<file path="src/rtl/fetch_unit.sv">
// fetch_unit: instruction fetch stage for the single-cycle MIPS core.
// Owns the PC, fetches over a req/ack instruction memory port, holds the
// word until the core accepts it, then selects PC+4, branch or jump target.
//
// Ports:
//   clock, reset          rising-edge clock, async active-high reset
//   imem_req, imem_addr   fetch request / address (address = pc)
//   imem_ack, imem_rdata  memory response, data valid only with ack
//   if_valid, if_ready    held-instruction handshake with the core
//   if_instr/if_pc/if_pc4 held instruction, its address, address+4
//   branch_taken/offset   branch redirect, sampled only at accept
//   jump/jump_index       jump redirect, sampled only at accept
//   instr_count           instructions accepted since reset (wraps)
//   fault                 sticky memory timeout flag
module fetch_unit #(
    parameter logic [31:0] RESET_PC     = 32'h0000_0000,
    parameter int          IMEM_TIMEOUT = 16
) (
    input  logic        clock,
    input  logic        reset,
    output logic        imem_req,
    output logic [31:0] imem_addr,
    input  logic        imem_ack,
    input  logic [31:0] imem_rdata,
    output logic        if_valid,
    input  logic        if_ready,
    output logic [31:0] if_instr,
    output logic [31:0] if_pc,
    output logic [31:0] if_pc4,
    input  logic        branch_taken,
    input  logic [15:0] branch_offset,
    input  logic        jump,
    input  logic [25:0] jump_index,
    output logic [31:0] instr_count,
    output logic        fault
);

    typedef enum logic [1:0] {
        S_IDLE,
        S_REQ,
        S_HOLD,
        S_FAULT
    } state_t;

    localparam logic [7:0] WAIT_LAST = 8'(IMEM_TIMEOUT - 1);

    state_t      state;
    state_t      state_nxt;
    logic [31:0] pc;
    logic [7:0]  wait_cnt;
    logic [31:0] next_pc;
    logic [31:0] br_tgt;
    logic [31:0] jmp_tgt;
    logic        ack_ok;
    logic        accept;
    logic        timeout;

    // Ack only counts while a request is outstanding.
    assign ack_ok  = (state == S_REQ) && imem_ack;
    assign accept  = (state == S_HOLD) && if_ready;
    // An ack in the last allowed cycle beats the timeout.
    assign timeout = (state == S_REQ) && !imem_ack
                     && (wait_cnt == WAIT_LAST);

    assign br_tgt  = if_pc4
                     + {{14{branch_offset[15]}}, branch_offset, 2'b00};
    assign jmp_tgt = {if_pc4[31:28], jump_index, 2'b00};

    always_comb begin
        if (jump) begin
            next_pc = jmp_tgt;
        end else if (branch_taken) begin
            next_pc = br_tgt;
        end else begin
            next_pc = if_pc4;
        end
    end

    always_ff @(posedge clock or posedge reset) begin
        if (reset) begin
            state <= S_IDLE;
        end else begin
            state <= state_nxt;
        end
    end

    always_comb begin
        state_nxt = state;
        unique case (state)
            S_IDLE: state_nxt = S_REQ;
            S_REQ: begin
                if (ack_ok) begin
                    state_nxt = S_HOLD;
                end else if (timeout) begin
                    state_nxt = S_FAULT;
                end
            end
            S_HOLD: begin
                if (if_ready) begin
                    state_nxt = S_REQ;
                end
            end
            S_FAULT: state_nxt = S_FAULT;
        endcase
    end

    always_comb begin
        imem_req = 1'b0;
        if_valid = 1'b0;
        fault    = 1'b0;
        unique case (state)
            S_IDLE:  ;
            S_REQ:   imem_req = 1'b1;
            S_HOLD:  if_valid = 1'b1;
            S_FAULT: fault    = 1'b1;
        endcase
    end

    assign imem_addr = pc;

    always_ff @(posedge clock or posedge reset) begin
        if (reset) begin
            pc          <= RESET_PC;
            wait_cnt    <= '0;
            if_instr    <= '0;
            if_pc       <= RESET_PC;
            if_pc4      <= RESET_PC + 32'd4;
            instr_count <= '0;
        end else begin
            if (ack_ok) begin
                if_instr <= imem_rdata;
                if_pc    <= pc;
                if_pc4   <= pc + 32'd4;
            end else if ((state == S_REQ) && !timeout) begin
                wait_cnt <= wait_cnt + 8'd1;
            end
            if (accept) begin
                pc          <= next_pc;
                instr_count <= instr_count + 32'd1;
                wait_cnt    <= '0;
            end
        end
    end

endmodule

</file>
<file path="config.mk">
export PLATFORM = sky130hd
export DESIGN_NAME = fetch_unit
export DESIGN_NICKNAME = d
export VERILOG_FILES = /design/src/rtl/fetch_unit.sv
export SDC_FILE = /design/constraint.sdc
export NUM_CORES = 1
export LEC_CHECK = 0
export ABC_CLOCK_PERIOD_IN_PS = 5100
export BUFFER_PORTS_ARGS = -buffer_cell sky130_fd_sc_hd__buf_2
export CAP_MARGIN = 25
export CORE_MARGIN = 5
export CORE_UTILIZATION = 35
export CTS_BUF_LIST = sky130_fd_sc_hd__clkbuf_8
export CTS_CLUSTER_DIAMETER = 60
export DETAILED_ROUTE_END_ITERATION = 16
export PLACE_DENSITY_LB_ADDON = 0.15
export SYNTH_ARGS = -nofsm -noshare
export SYNTH_HDL_FRONTEND = slang
export SYNTH_SLANG_ARGS = --single-unit
</file>
<file path="constraint.sdc">
create_clock -name clock -period 5.1 [get_ports clock]
set_input_delay 0.255 -clock clock [delete_from_list [all_inputs] [get_ports clock]]
set_output_delay 0.255 -clock clock [all_outputs]
set_load 0.02 [all_outputs]
</file>
**After elaboration in Yosys (flattened, before gate mapping)**

Index checks and enable logic that the tools add are counted.
Widths: inputs -> output; s select.

- Output and inout bits: 163
- Bits in registers: 170

- Reductions and logical operators: 11
- Add/subtract/negate cells: 4
- Multiplexer cells: 12
- Eq/ne operators: 7

Operator list:

| kind | number |
|---|---|
| $mux 32 | 2 |
| $add 32x1->32 const B | 1 |
| $add 32x3->32 const B | 1 |
| $add 32x32->32 | 1 |
| $mux 8 | 3 |
| $add 8x1->8 const B | 1 |
| $eq 8x4->1 const B | 1 |
| $pmux 2 s4 | 1 |
| $mux 2 | 3 |
| $logic_and 1x1->1 | 5 |
| $eq 2x2->1 const B | 2 |
| $reduce_and 2->1 | 2 |
| $mux 1 | 3 |
| $ne 3x3->1 const B | 1 |
| $eq 2x1->1 const B | 1 |
| $logic_not 1->1 | 2 |
| $logic_not 2->1 | 1 |
| $ne 2x1->1 const B | 1 |
| $ne 2x2->1 const B | 1 |
| $reduce_bool 2->1 | 1 |

**Depth between registers and ports, before layout**

- Depth after elaboration: 8
- Depth in mapped cells: 11
- Mapped depth without buffers: 11

**Least setup slack after synthesis**

No wires, ideal clock.

- Path kind: register to register
- Start: reg if_pc4[19]
- End: reg pc[31], in the netlist imem_addr[31]
- Buffers on the path: 1
- Required time: 5018 ps
- Path slack: 2178 ps
- Cell stages (with the launch flop): 12
- Period minus slack after synthesis: 2922 ps
- Arrival: 2840 ps
- Cell sequence: dfrtp_1 ha_1 buf_6 and4_4 and2_0 o211a_1 or3_1 o221ai_2 a211oi_1 o21a_1 or4_1 a31oi_1

- Cells in the longest elaborated chain, start to end: 3

Ends and longest elaborated chain:

| item | RTL line | source |
|---|---|---|
| start: declaration | 29 | `output logic [31:0] if_pc4,` |
| start signal: assignment | 127 | `if_pc4 <= RESET_PC + 32'd4;` |
| start signal: assignment | 133 | `if_pc4 <= pc + 32'd4;` |
| $add 32x32->32 | 66 | `+ {{14{branch_offset[15]}}, branch_offset, 2'b00};` |
| $mux 32 | 72 | `end else if (branch_taken) begin` |
| $mux 32 | 70 | `if (jump) begin` |
| end signal: assignment | 138 | `pc <= next_pc;` |
| end: declaration | 49 | `logic [31:0] pc;` |

No other way between the ends.
A chain may end at the register's enable or synchronous reset.

**Worst setup path in the final report**

- Start: reg if_pc4[2]
- End: reg pc[30], in the netlist imem_addr[30]

The elaborated chain is that of the path after synthesis.

==> results.yml <==
detailed_routing:
  via_per_inst: 4.90
  wl_met1_um: 11900
  dr.pass1.iters: 4
  ant_nets: 0
  route.met2.wl_um: 12300
  wire_per_inst_um: 16.5
  vias: 7873
  drt_iter0_markers: 462
  wirelength_um: 26600
  wl_met3_um: 1980
  drc: 0
  highest_layer: "met5"
sta:
  fin_crit_sh: 0.663
  fmax_mhz: 296
  finalMaxSlewViolations: 0
  maxSlewHeadroom: 0.396
  fin_tns_setup_ns: 0
  setup_slack_ns: 1.72
  worstMarginPinSlew_ns: 0.906
  finalSetupViolations: 0
  fin_crit_ns: 3.38
  rsz0062_at_grt: "no"
  finalHoldWorstSlack_ns: 0.0560
  timing.final.hold_violations: 0
  finClkSkew_ns: 0.0158
grt:
  overflow: 0
  grt_max_degree: 80
  grt_pass1_vias: 7845
  grt_pass1_wl_um: 42500
  antenna_found_initial: 2
  grt_use_total: 0.185
yosys:
  synth_common_cells: "293 x nand2_1, 167 x dfrtp_1, 73 x nor2_1"
  synth-seq-cells: 168
  synthDistinctLibCells: 55
  synth-edff-count: 0
  synth_warnings: 0
  ys_seq_area_frac: 0.474
  netlist.area_leader.share: 0.471
  synth.area.top_cells: "dfrtp_1 47%, nand2_1 12%, xnor2_1 5.4%, ha_1 4.5%, o21ai_0 3.6%"
  synthArstFlopShare: 1.00
  syn-num-nets: 1122
  yosysMostFrequentCell: "nand2_1"
  synth_ff_type: "dfrtp_1"
  avgSynthCellArea_um2: 8.79
  yosys.area.top_type: "dfrtp_1"
  synth_area_mm2: 0.00887
  syn_inst: 1009
cts:
  cts_tree: "yes"
  cts_made_buffers: 17
  clk_pin_slew_ns: 0.11
  clkLatencyLatePin_ns: 0.45
  root_buffer: "clkbuf_8"
  cts_resized: 0
  cts.htree.levels: 4
  cts.sinks: 168
  clk_path_buf_depth: 2
critical_path:
  worstPathMaxFanout: 4
  worst_ep_arrival_time_ns: 3.73
  cp.required_ns: 5.45
  startpoint_type: "register"
  end_kind: "register"
  worst-setup-path-type: "reg -> reg"
die:
  initial_core_util: 0.354
  die_w_um: 169
  dieHeight_um: 169
  dieArea_mm2: 0.0286
  num_rows: 58
  io_pins: 243
  coreArea_mm2: 0.0250
place:
  gp_congestion: 0.842
  portBuffers: 242
  place_ws_ns: 1.82
  place_hpwl_um: 18800
finish:
  area_growth_pct: 25.5
  final_net_count: 1377
  drive_above_1_share: 0.233
  post-route-util: 0.445
  antennaDiodeCount: 0
  fillers: 2586
job:
  maxCapViolCount: 0
hold_path:
  hp-class: "in -> reg"
run_status:
  outcome: "finished clean"
power_and_ir_drop:
  p_per_area_mw_per_mm2: 546
  power.total_mw: 6.07
  leakagePower_nw: 5.77
  vdd_drop_max_uv: 257
-- sequential cells by signal, indices dropped and copies added, names as in the netlist --
register,flops
state,2
if_pc4,30
wait_cnt,8
instr_count,32
imem_addr,32
if_instr,32
if_pc,32
-- cell usage in the layout (no fill, tap or decap), types with 32 or more instances in the layout --
master,netlist,final
a21oi_1,36,36
ha_1,32,32
xor2_1,32,32
o21ai_0,64,64
xnor2_1,55,55
buf_2,0,242
nor2_1,73,73
nand2_1,293,291
dlygate4sd3_1,0,33
dfrtp_1,167,167
-- cells by family (layout without fill, tap and decap cells) --
kind of cell,Yosys count,count (layout),synth area share
flops,168,168,0.474
simple gates,479,479,0.232
xor+xnor,87,87,0.0859
buf+inv,59,327,0.0267
compound gates,169,169,0.118
fa+ha+maj,33,33,0.0474
mux,14,14,0.0161
-- where the power goes --
group	total (mW)	leakage [nW]	switching [mW]	internal [mW]
sequential	2.29	2.16	0.495	1.79
combinational	2.81	3.41	1.75	1.06
clock	0.976	0.200	0.593	0.383
total	6.07	5.77	2.84	3.24
-- worst max-delay path: stages, from the launching register on --
cell and delay [ns]:
dfstp_2 0.40, ha_1 0.22, fa_1 0.42, a21o_1 0.22, a221oi_1 0.51, a21oi_1 0.21, o2111ai_1 0.33, a21oi_1 0.18
a31oi_1 0.26, o21ai_0 0.15, xnor2_1 0.14, a311oi_1 0.25
-- worst paths after layout --
| kind | to | slack [ns] | from | cells past startpoint |
|---|---|---|---|---|
| min in group asynchronous | if_instr[18]$_DFFE_PP0P_ | 0.48 | reset | 3 |
| min | imem_addr[21]$_DFFE_PP0P_ | 0.06 | jump_index[19] | 3 |
| min reg2reg | if_instr[22]$_DFFE_PP0P_ | 0.47 | if_instr[22]$_DFFE_PP0P_ | 2 |
| max | imem_addr[30]$_DFFE_PP0P_ | 1.72 | if_pc4[2]$_DFFE_PP1P_ | 11 |
| max reg2reg | imem_addr[30]$_DFFE_PP0P_ | 1.72 | if_pc4[2]$_DFFE_PP1P_ | 11 |
| max in group asynchronous | if_pc4[16]$_DFFE_PP0P_ | 3.32 | reset | 4 |
-- what timing repair did --
item | in CTS | in global routing
buffers inserted | 0 | 0
hold endpoints to repair | 109 | 0
hold buffers | 33 | 0
-- routing by layer --
metal	global-route usage	vias to the layer above
met2	0.304	195
li1	-	3914
met3	0.0554	23
met1	0.241	3737
met5	0	-
met4	0.0448	4
-- metrics by stage --
step           std cells  instance area [um2]
2_1_floorplan       1009                 8870
3_3_place_gp        1541                10400
3_5_place_dp        1541                10400
4_1_cts             1606                11100
5_1_grt             1607                11100
6_report            1607                11100
-- final cells by class --
class	count	area, um2	area share
Clock buffer	18	248	0.0223
Clock inverter	14	154	0.0138
Inverter	12	50.0	0.00450
Multi-Input combinational cell	782	4440	0.399
Sequential cell	168	4210	0.378
Tap cell	330	413	0.0371
Timing Repair Buffer	283	1620	0.146
Power figures use the tool's default switching activity.
